[src/rtl/bshifter_l32_pipe_if.sv]
// Handshake/data bundle for the pipelined 32-bit left barrel shifter.
// master = operand producer / result consumer, slave = the shifter itself.
// Optional build macro: BSHIFTER_L32_ROTATE_EN adds the in_rot operand bit.
interface bshifter_l32_pipe_if #(
  parameter int unsigned TAG_W = 4
);
  logic             in_valid;
  logic             in_ready;
  logic [31:0]      in_data;
  logic [31:0]      in_amount;
  logic [TAG_W-1:0] in_tag;
`ifdef BSHIFTER_L32_ROTATE_EN
  logic             in_rot;
`endif
  logic             out_valid;
  logic             out_ready;
  logic [31:0]      out_data;
  logic             out_cf;
  logic             out_cf_upd;
  logic             out_zf;
  logic [TAG_W-1:0] out_tag;

`ifdef BSHIFTER_L32_ROTATE_EN
  modport master (
    output in_valid, in_data, in_amount, in_tag, in_rot, out_ready,
    input  in_ready, out_valid, out_data, out_cf, out_cf_upd, out_zf, out_tag
  );
  modport slave (
    input  in_valid, in_data, in_amount, in_tag, in_rot, out_ready,
    output in_ready, out_valid, out_data, out_cf, out_cf_upd, out_zf, out_tag
  );
`else
  modport master (
    output in_valid, in_data, in_amount, in_tag, out_ready,
    input  in_ready, out_valid, out_data, out_cf, out_cf_upd, out_zf, out_tag
  );
  modport slave (
    input  in_valid, in_data, in_amount, in_tag, out_ready,
    output in_ready, out_valid, out_data, out_cf, out_cf_upd, out_zf, out_tag
  );
`endif
endinterface

[src/rtl/bshifter_l32_pipe.sv]
// Pipelined 32-bit logical left barrel shifter (SHL) with x86-style CF/ZF.
// Five registered log stages (shift by 1,2,4,8,16) followed by an output
// register; the whole pipe advances only when the output can move.
// Optional build macro: BSHIFTER_L32_ROTATE_EN adds rotate-left (ROL) via in_rot.
module bshifter_l32_pipe #(
  parameter int unsigned TAG_W = 4
) (
  input logic              clk,
  input logic              rst,
  bshifter_l32_pipe_if.slave bus
);

  localparam int unsigned NSTG = 5;

  // per-stage pipeline registers
  logic [31:0]      data_q [NSTG];
  logic [31:0]      data_d [NSTG];
  logic             cf_q   [NSTG];
  logic             cf_d   [NSTG];
  logic [4:0]       amt_q  [NSTG];
  logic [4:0]       amt_d  [NSTG];
  logic             upd_q  [NSTG];
  logic             upd_d  [NSTG];
  logic             rot_q  [NSTG];
  logic             rot_d  [NSTG];
  logic             vld_q  [NSTG];
  logic             vld_d  [NSTG];
  logic [TAG_W-1:0] tag_q  [NSTG];
  logic [TAG_W-1:0] tag_d  [NSTG];

  // output register
  logic             out_valid_q, out_valid_d;
  logic [31:0]      out_data_q, out_data_d;
  logic             out_cf_q, out_cf_d;
  logic             out_cf_upd_q, out_cf_upd_d;
  logic             out_zf_q, out_zf_d;
  logic [TAG_W-1:0] out_tag_q, out_tag_d;

  // stage input selection (operand port for stage 0, previous register otherwise)
  logic [31:0]      src_data;
  logic             src_cf;
  logic [4:0]       src_amt;
  logic             src_upd;
  logic             src_rot;
  logic             src_vld;
  logic [TAG_W-1:0] src_tag;
  logic [31:0]      sh;
  logic [4:0]       cf_idx;

  logic             rot_in;
  logic             advance;

`ifdef BSHIFTER_L32_ROTATE_EN
  assign rot_in = bus.in_rot;
`else
  assign rot_in = 1'b0;
`endif

  // whole pipe moves together whenever the output slot is free or being drained
  assign advance      = ~out_valid_q | bus.out_ready;
  assign bus.in_ready = advance;

  assign bus.out_valid  = out_valid_q;
  assign bus.out_data   = out_data_q;
  assign bus.out_cf     = out_cf_q;
  assign bus.out_cf_upd = out_cf_upd_q;
  assign bus.out_zf     = out_zf_q;
  assign bus.out_tag    = out_tag_q;

  // next-state for each log stage: stage k shifts by 2^k when its amount bit is set.
  // The amount is stored pre-shifted so bit 0 is always the current stage's control bit.
  always_comb begin
    src_data = '0;
    src_cf   = 1'b0;
    src_amt  = '0;
    src_upd  = 1'b0;
    src_rot  = 1'b0;
    src_vld  = 1'b0;
    src_tag  = '0;
    sh       = '0;
    cf_idx   = '0;
    for (int unsigned k = 0; k < NSTG; k++) begin
      if (k == 0) begin
        src_data = bus.in_data;
        src_cf   = 1'b0;
        src_amt  = bus.in_amount[4:0];
        src_upd  = |bus.in_amount[4:0];
        src_rot  = rot_in;
        src_vld  = bus.in_valid;
        src_tag  = bus.in_tag;
      end else begin
        src_data = data_q[k-1];
        src_cf   = cf_q[k-1];
        src_amt  = amt_q[k-1];
        src_upd  = upd_q[k-1];
        src_rot  = rot_q[k-1];
        src_vld  = vld_q[k-1];
        src_tag  = tag_q[k-1];
      end
      sh     = 32'd1 << k;
      cf_idx = 5'(32 - sh);

      data_d[k] = src_data;
      cf_d[k]   = src_cf;
      if (src_amt[0]) begin
        // the last bit to leave [31] at this stage is the one at 32-2^k
        cf_d[k] = src_data[cf_idx];
        if (src_rot) begin
          data_d[k] = (src_data << sh) | (src_data >> (32 - sh));
        end else begin
          data_d[k] = src_data << sh;
        end
      end
      amt_d[k] = src_amt >> 1;
      upd_d[k] = src_upd;
      rot_d[k] = src_rot;
      vld_d[k] = src_vld;
      tag_d[k] = src_tag;
    end
  end

  // output stage: flags derived from the final stage result.
  // For rotate the CF chain already equals result bit 0 (the last bit to wrap).
  always_comb begin
    out_valid_d  = vld_q[NSTG-1];
    out_data_d   = data_q[NSTG-1];
    out_cf_d     = cf_q[NSTG-1];
    out_cf_upd_d = upd_q[NSTG-1];
    out_zf_d     = (data_q[NSTG-1] == '0);
    out_tag_d    = tag_q[NSTG-1];
  end

  // pipeline and output registers, flushed by reset, held while stalled
  always_ff @(posedge clk) begin
    if (rst) begin
      for (int unsigned k = 0; k < NSTG; k++) begin
        data_q[k] <= '0;
        cf_q[k]   <= 1'b0;
        amt_q[k]  <= '0;
        upd_q[k]  <= 1'b0;
        rot_q[k]  <= 1'b0;
        vld_q[k]  <= 1'b0;
        tag_q[k]  <= '0;
      end
      out_valid_q  <= 1'b0;
      out_data_q   <= '0;
      out_cf_q     <= 1'b0;
      out_cf_upd_q <= 1'b0;
      out_zf_q     <= 1'b0;
      out_tag_q    <= '0;
    end else if (advance) begin
      for (int unsigned k = 0; k < NSTG; k++) begin
        data_q[k] <= data_d[k];
        cf_q[k]   <= cf_d[k];
        amt_q[k]  <= amt_d[k];
        upd_q[k]  <= upd_d[k];
        rot_q[k]  <= rot_d[k];
        vld_q[k]  <= vld_d[k];
        tag_q[k]  <= tag_d[k];
      end
      out_valid_q  <= out_valid_d;
      out_data_q   <= out_data_d;
      out_cf_q     <= out_cf_d;
      out_cf_upd_q <= out_cf_upd_d;
      out_zf_q     <= out_zf_d;
      out_tag_q    <= out_tag_d;
    end
  end

endmodule

[src/flat_wrapper.sv]
// flat-port wrapper written by rule: the top's interface ports become plain ports
module bshifter_l32_pipe_flat 
#(
  parameter int unsigned TAG_W = 4
)
  (clk, rst, bus_in_valid, bus_in_data, bus_in_amount, bus_in_tag, bus_out_ready, bus_in_ready, bus_out_valid, bus_out_data, bus_out_cf, bus_out_cf_upd, bus_out_zf, bus_out_tag);
  bshifter_l32_pipe_if #(.TAG_W(TAG_W)) bus_i ();
  input logic clk;
  input logic rst;
  input wire logic [$bits(bus_i.in_valid)-1:0] bus_in_valid;
  input wire logic [$bits(bus_i.in_data)-1:0] bus_in_data;
  input wire logic [$bits(bus_i.in_amount)-1:0] bus_in_amount;
  input wire logic [$bits(bus_i.in_tag)-1:0] bus_in_tag;
  input wire logic [$bits(bus_i.out_ready)-1:0] bus_out_ready;
  output wire logic [$bits(bus_i.in_ready)-1:0] bus_in_ready;
  output wire logic [$bits(bus_i.out_valid)-1:0] bus_out_valid;
  output wire logic [$bits(bus_i.out_data)-1:0] bus_out_data;
  output wire logic [$bits(bus_i.out_cf)-1:0] bus_out_cf;
  output wire logic [$bits(bus_i.out_cf_upd)-1:0] bus_out_cf_upd;
  output wire logic [$bits(bus_i.out_zf)-1:0] bus_out_zf;
  output wire logic [$bits(bus_i.out_tag)-1:0] bus_out_tag;
  assign bus_i.in_valid = bus_in_valid;
  assign bus_i.in_data = bus_in_data;
  assign bus_i.in_amount = bus_in_amount;
  assign bus_i.in_tag = bus_in_tag;
  assign bus_i.out_ready = bus_out_ready;
  assign bus_in_ready = bus_i.in_ready;
  assign bus_out_valid = bus_i.out_valid;
  assign bus_out_data = bus_i.out_data;
  assign bus_out_cf = bus_i.out_cf;
  assign bus_out_cf_upd = bus_i.out_cf_upd;
  assign bus_out_zf = bus_i.out_zf;
  assign bus_out_tag = bus_i.out_tag;
  bshifter_l32_pipe #(.TAG_W(TAG_W)) u_core (.clk(clk), .rst(rst), .bus(bus_i));
endmodule
[config.mk]
export PLATFORM = sky130hd
export DESIGN_NAME = bshifter_l32_pipe_flat
export DESIGN_NICKNAME = d
export VERILOG_FILES = /design/src/rtl/bshifter_l32_pipe_if.sv /design/src/rtl/bshifter_l32_pipe.sv /design/src/flat_wrapper.sv
export SDC_FILE = /design/constraint.sdc
export NUM_CORES = 1
export LEC_CHECK = 0
export BUFFER_PORTS_ARGS = -buffer_cell sky130_fd_sc_hd__buf_2
export CAP_MARGIN = 40
export CORE_MARGIN = 1
export CORE_UTILIZATION = 47
export CTS_CLUSTER_DIAMETER = 100
export DETAILED_ROUTE_END_ITERATION = 8
export HOLD_SLACK_MARGIN = 0.15
export PLACE_DENSITY_LB_ADDON = 0.08
export RECOVER_POWER = 100
export SETUP_SLACK_MARGIN = 0.1
export SLEW_MARGIN = 20
export SYNTH_ARGS = -nofsm -noshare
export SYNTH_HDL_FRONTEND = slang
export SYNTH_SLANG_ARGS = --single-unit
[constraint.sdc]
create_clock -name clk -period 7.26 [get_ports clk]
set_input_delay 0.363 -clock clk [delete_from_list [all_inputs] [get_ports clk]]
set_output_delay 0.363 -clock clk [all_outputs]
set_load 0.03 [all_outputs]
==> impl_metrics.json <==
{
  "grt_setup_unrepaired": "false",
  "vias": 5549,
  "dp_hpwl_mm": 10.8,
  "initial_core_util_pct": 48.3,
  "gp_congestion": 0.765,
  "fin_nets": 927,
  "synth_top_flop_cell": "edfxtp_1",
  "track_usage_pct": 14.3,
  "h-tree-depth": 1,
  "end_kind": "flop",
  "clkTransAtPathRegs_ns": 0.06,
  "synth_nets": 844,
  "whs_ns": 0.187,
  "tightest_slew_ns": 2.07,
  "grtUsageMet2_pct": 26.0,
  "outcome": "finished, violations left",
  "hold_viol": 0,
  "ir_worst_vdd_mv": 0.139,
  "cts_buffers": 25,
  "dpl-instance-area_mm2": 0.0108,
  "worstRegToRegCells": 5,
  "finClkSkew_ns": 0.0137,
  "hold_end": "u_core.data_q[0][6]",
  "critical_path_class": "reg2reg",
  "synth-seq-cells": 245,
  "ys_seq_area_share_pct": 67.9,
  "yosysWarnings": 0,
  "cts_setup_buffers": 0,
  "grt-busiest-layer": "met2",
  "use_met1_pct": 17.4,
  "synth_top_cell_by_area": "edfxtp_1",
  "cp-start-kind": "flop",
  "cts_tree": "done",
  "clockBufferDepth": 3,
  "crit_required_ns": 7.48,
  "grt_max_degree": 67,
  "cts-root-buf": "clkbuf_16",
  "r2r_end": "u_core.data_q[0][49]",
  "drt-total-wl_mm": 15.5,
  "cts_resized": 0,
  "setup_viol": 0,
  "fin_setup_tns_ns": 0,
  "wire_per_inst_um": 13.5,
  "clock_sinks": 245,
  "drv_cap": 3,
  "core.rowCount": 53,
  "die_area_mm2": 0.0224,
  "hp-class": "in2reg",
  "num_io_pins": 113,
  "hold_depth": 3,
  "fmax_mhz": 224,
  "synthMostInstantiatedCell": "edfxtp_1",
  "drv_slew": 131,
  "synth-async-reset-ratio_pct": 0,
  "cp-startpoint": "u_core.bus.out_valid",
  "syn_area_mm2": 0.0102,
  "maxSlewHeadroom_pct": -38.6,
  "p_per_area_mw_per_mm2": 249,
  "yosys.area.top_type_share_pct": 60.1,
  "dp_cells": 1093,
  "met3_usage_pct": 2.80,
  "synth_area_leaders": "edfxtp_1 60%, mux2i_1 13%, dfxtp_1 7.8%",
  "stdcell_count": 1147,
  "syn_avg_cell_area_um2": 13.3,
  "syn_to_final_growth_pct": 13.0,
  "die_w_um": 150,
  "reg2reg_from": "u_core.bus.out_valid",
  "violations": "capacitance limit, slew limit",
  "worstPathMaxFanout": 66,
  "post_drt_via_cell_ratio": 4.84,
  "die_h_um": 150,
  "r2r_slack_ns": 2.80,
  "coreArea_mm2": 0.0212,
  "hp-start": "bus_in_data[6]",
  "layout_min_cycle_time_ns": 4.46,
  "fin_crit_sh_pct": 61.4,
  "yosysUniqueCellTypes": 26,
  "drc": 0,
  "drt-initial-drc-count": 149,
  "overflow": 0,
  "n_antenna_cell": 0,
  "drt_first_pass_iters": 4,
  "drive_gt1_share_pct": 10.3,
  "first_global_vias": 5406,
  "numPortBuffers": 85,
  "synth_edf_count": 205,
  "p_total_mw": 2.89,
  "insertion_delay_ns": 0.50,
  "grt_pass1_wl_mm": 26.0,
  "synthCells": 772,
  "fillers": 1833,
  "synthTopCellsByCount": "205 x edfxtp_1, 138 x nor2_1, 133 x mux2i_1",
  "final_area_mm2": 0.0116,
  "ant_nets": 0,
  "cp.arrival_ns": 4.68,
  "p_leak_nw": 4.45,
  "antenna_found_initial": 0
}
cells by family (layout without fill, tap and decap cells):
family,count (synthesis),after routing,synth area share (%)
muxes,133,133,13.0
AOI/OAI and AO/OA,40,40,1.97
DFF,245,245,67.9
buffers and inverters,52,152,3.64
and+or+nand+nor,302,302,13.5
how the worst max path moves through the flow:
stage / end / slack (ns) / depth (start not counted)
after global routing: u_core.data_q[0][20] / 2.29 / 5
after floorplan: u_core.amt_q[0][0] / 1.31 / 3
after detailed placement: u_core.data_q[0][98] / 4.43 / 8
final: u_core.data_q[0][49] / 2.80 / 5
after CTS: u_core.data_q[0][98] / 4.54 / 7
after global placement: u_core.data_q[0][101] / 4.00 / 8
critical path: stages (launching register included):
cell      delay, ns
dfxtp_1        0.33
nor2b_2        0.13
clkbuf_1       1.26
nand2b_1       1.50
buf_4          0.65
buf_16         0.26
stage by stage:
step / worst slack, ns / utilization, %
after global routing: 2.29 / 54.5
after detailed placement: 4.43 / 50.9
after CTS: 4.54 / 54.8
after global placement: 4.00 / 50.5
final: 2.80 / 54.5
after floorplan: 1.31 / -
sequential cells by signal, summed over array words and instances (netlist names):
register               count
u_core.bus.out_cf          1
u_core.data_q            160
u_core.bus.out_valid       1
u_core.bus.out_data       32
u_core.upd_q               5
u_core.cf_q                5
u_core.amt_q              10
u_core.vld_q               5
u_core.bus.out_tag         4
u_core.tag_q              20
u_core.bus.out_zf          1
u_core.bus.out_cf_upd      1
metal layers:
layer / part of all wire (%) / vias to the layer above / wire length (um)
met1: 44 / 2550 / 6890
li1: - / 2869 / -
met4: 1.9 / 0 / 296
met5: 0 / - / 0
met2: 49 / 110 / 7590
met3: 4.7 / 20 / 736
final cells by class:
cell class,count,area (um^2),share of cell area (%)
inverters,2,10.0,0.0865
clock buffers,34,659,5.70
well taps,275,344,2.97
clock inverters,10,76.3,0.660
flip-flops and latches,245,6960,60.1
repair buffers,106,631,5.45
multi-input cells,475,2890,25.0
layout by cell type, fill, tap and decap left out, types with 2 or more instances in the layout:
| cell type | count |
|---|---|
| clkbuf_16 | 25 |
| clkinv_1 | 3 |
| buf_2 | 44 |
| clkbuf_1 | 51 |
| and2_0 | 42 |
| nand3_1 | 2 |
| a21oi_1 | 39 |
| clkinv_2 | 3 |
| clkinvlp_4 | 2 |
| mux2i_1 | 133 |
| buf_4 | 6 |
| nor4_1 | 8 |
| nor3b_1 | 3 |
| and2_1 | 25 |
| nand2_1 | 76 |
| edfxtp_1 | 205 |
| buf_16 | 3 |
| nor2_1 | 140 |
| dfxtp_1 | 40 |
| dlygate4sd3_1 | 9 |
what timing repair did:
item / CTS / global route
endpoints found under the setup margin: 0 / 0
hold buffers: 9 / 0
endpoints found under the hold margin: 9 / 0
report_power, final:
part           internal [mW]  switching (mW)  leakage, nW  total [mW]
Sequential              1.57          0.0235         2.79        1.59
Clock                  0.669           0.480        0.350        1.15
Combinational         0.0620          0.0811         1.31       0.143
Total                   2.30           0.585         4.45        2.89
Power figures use the tool's default switching activity.
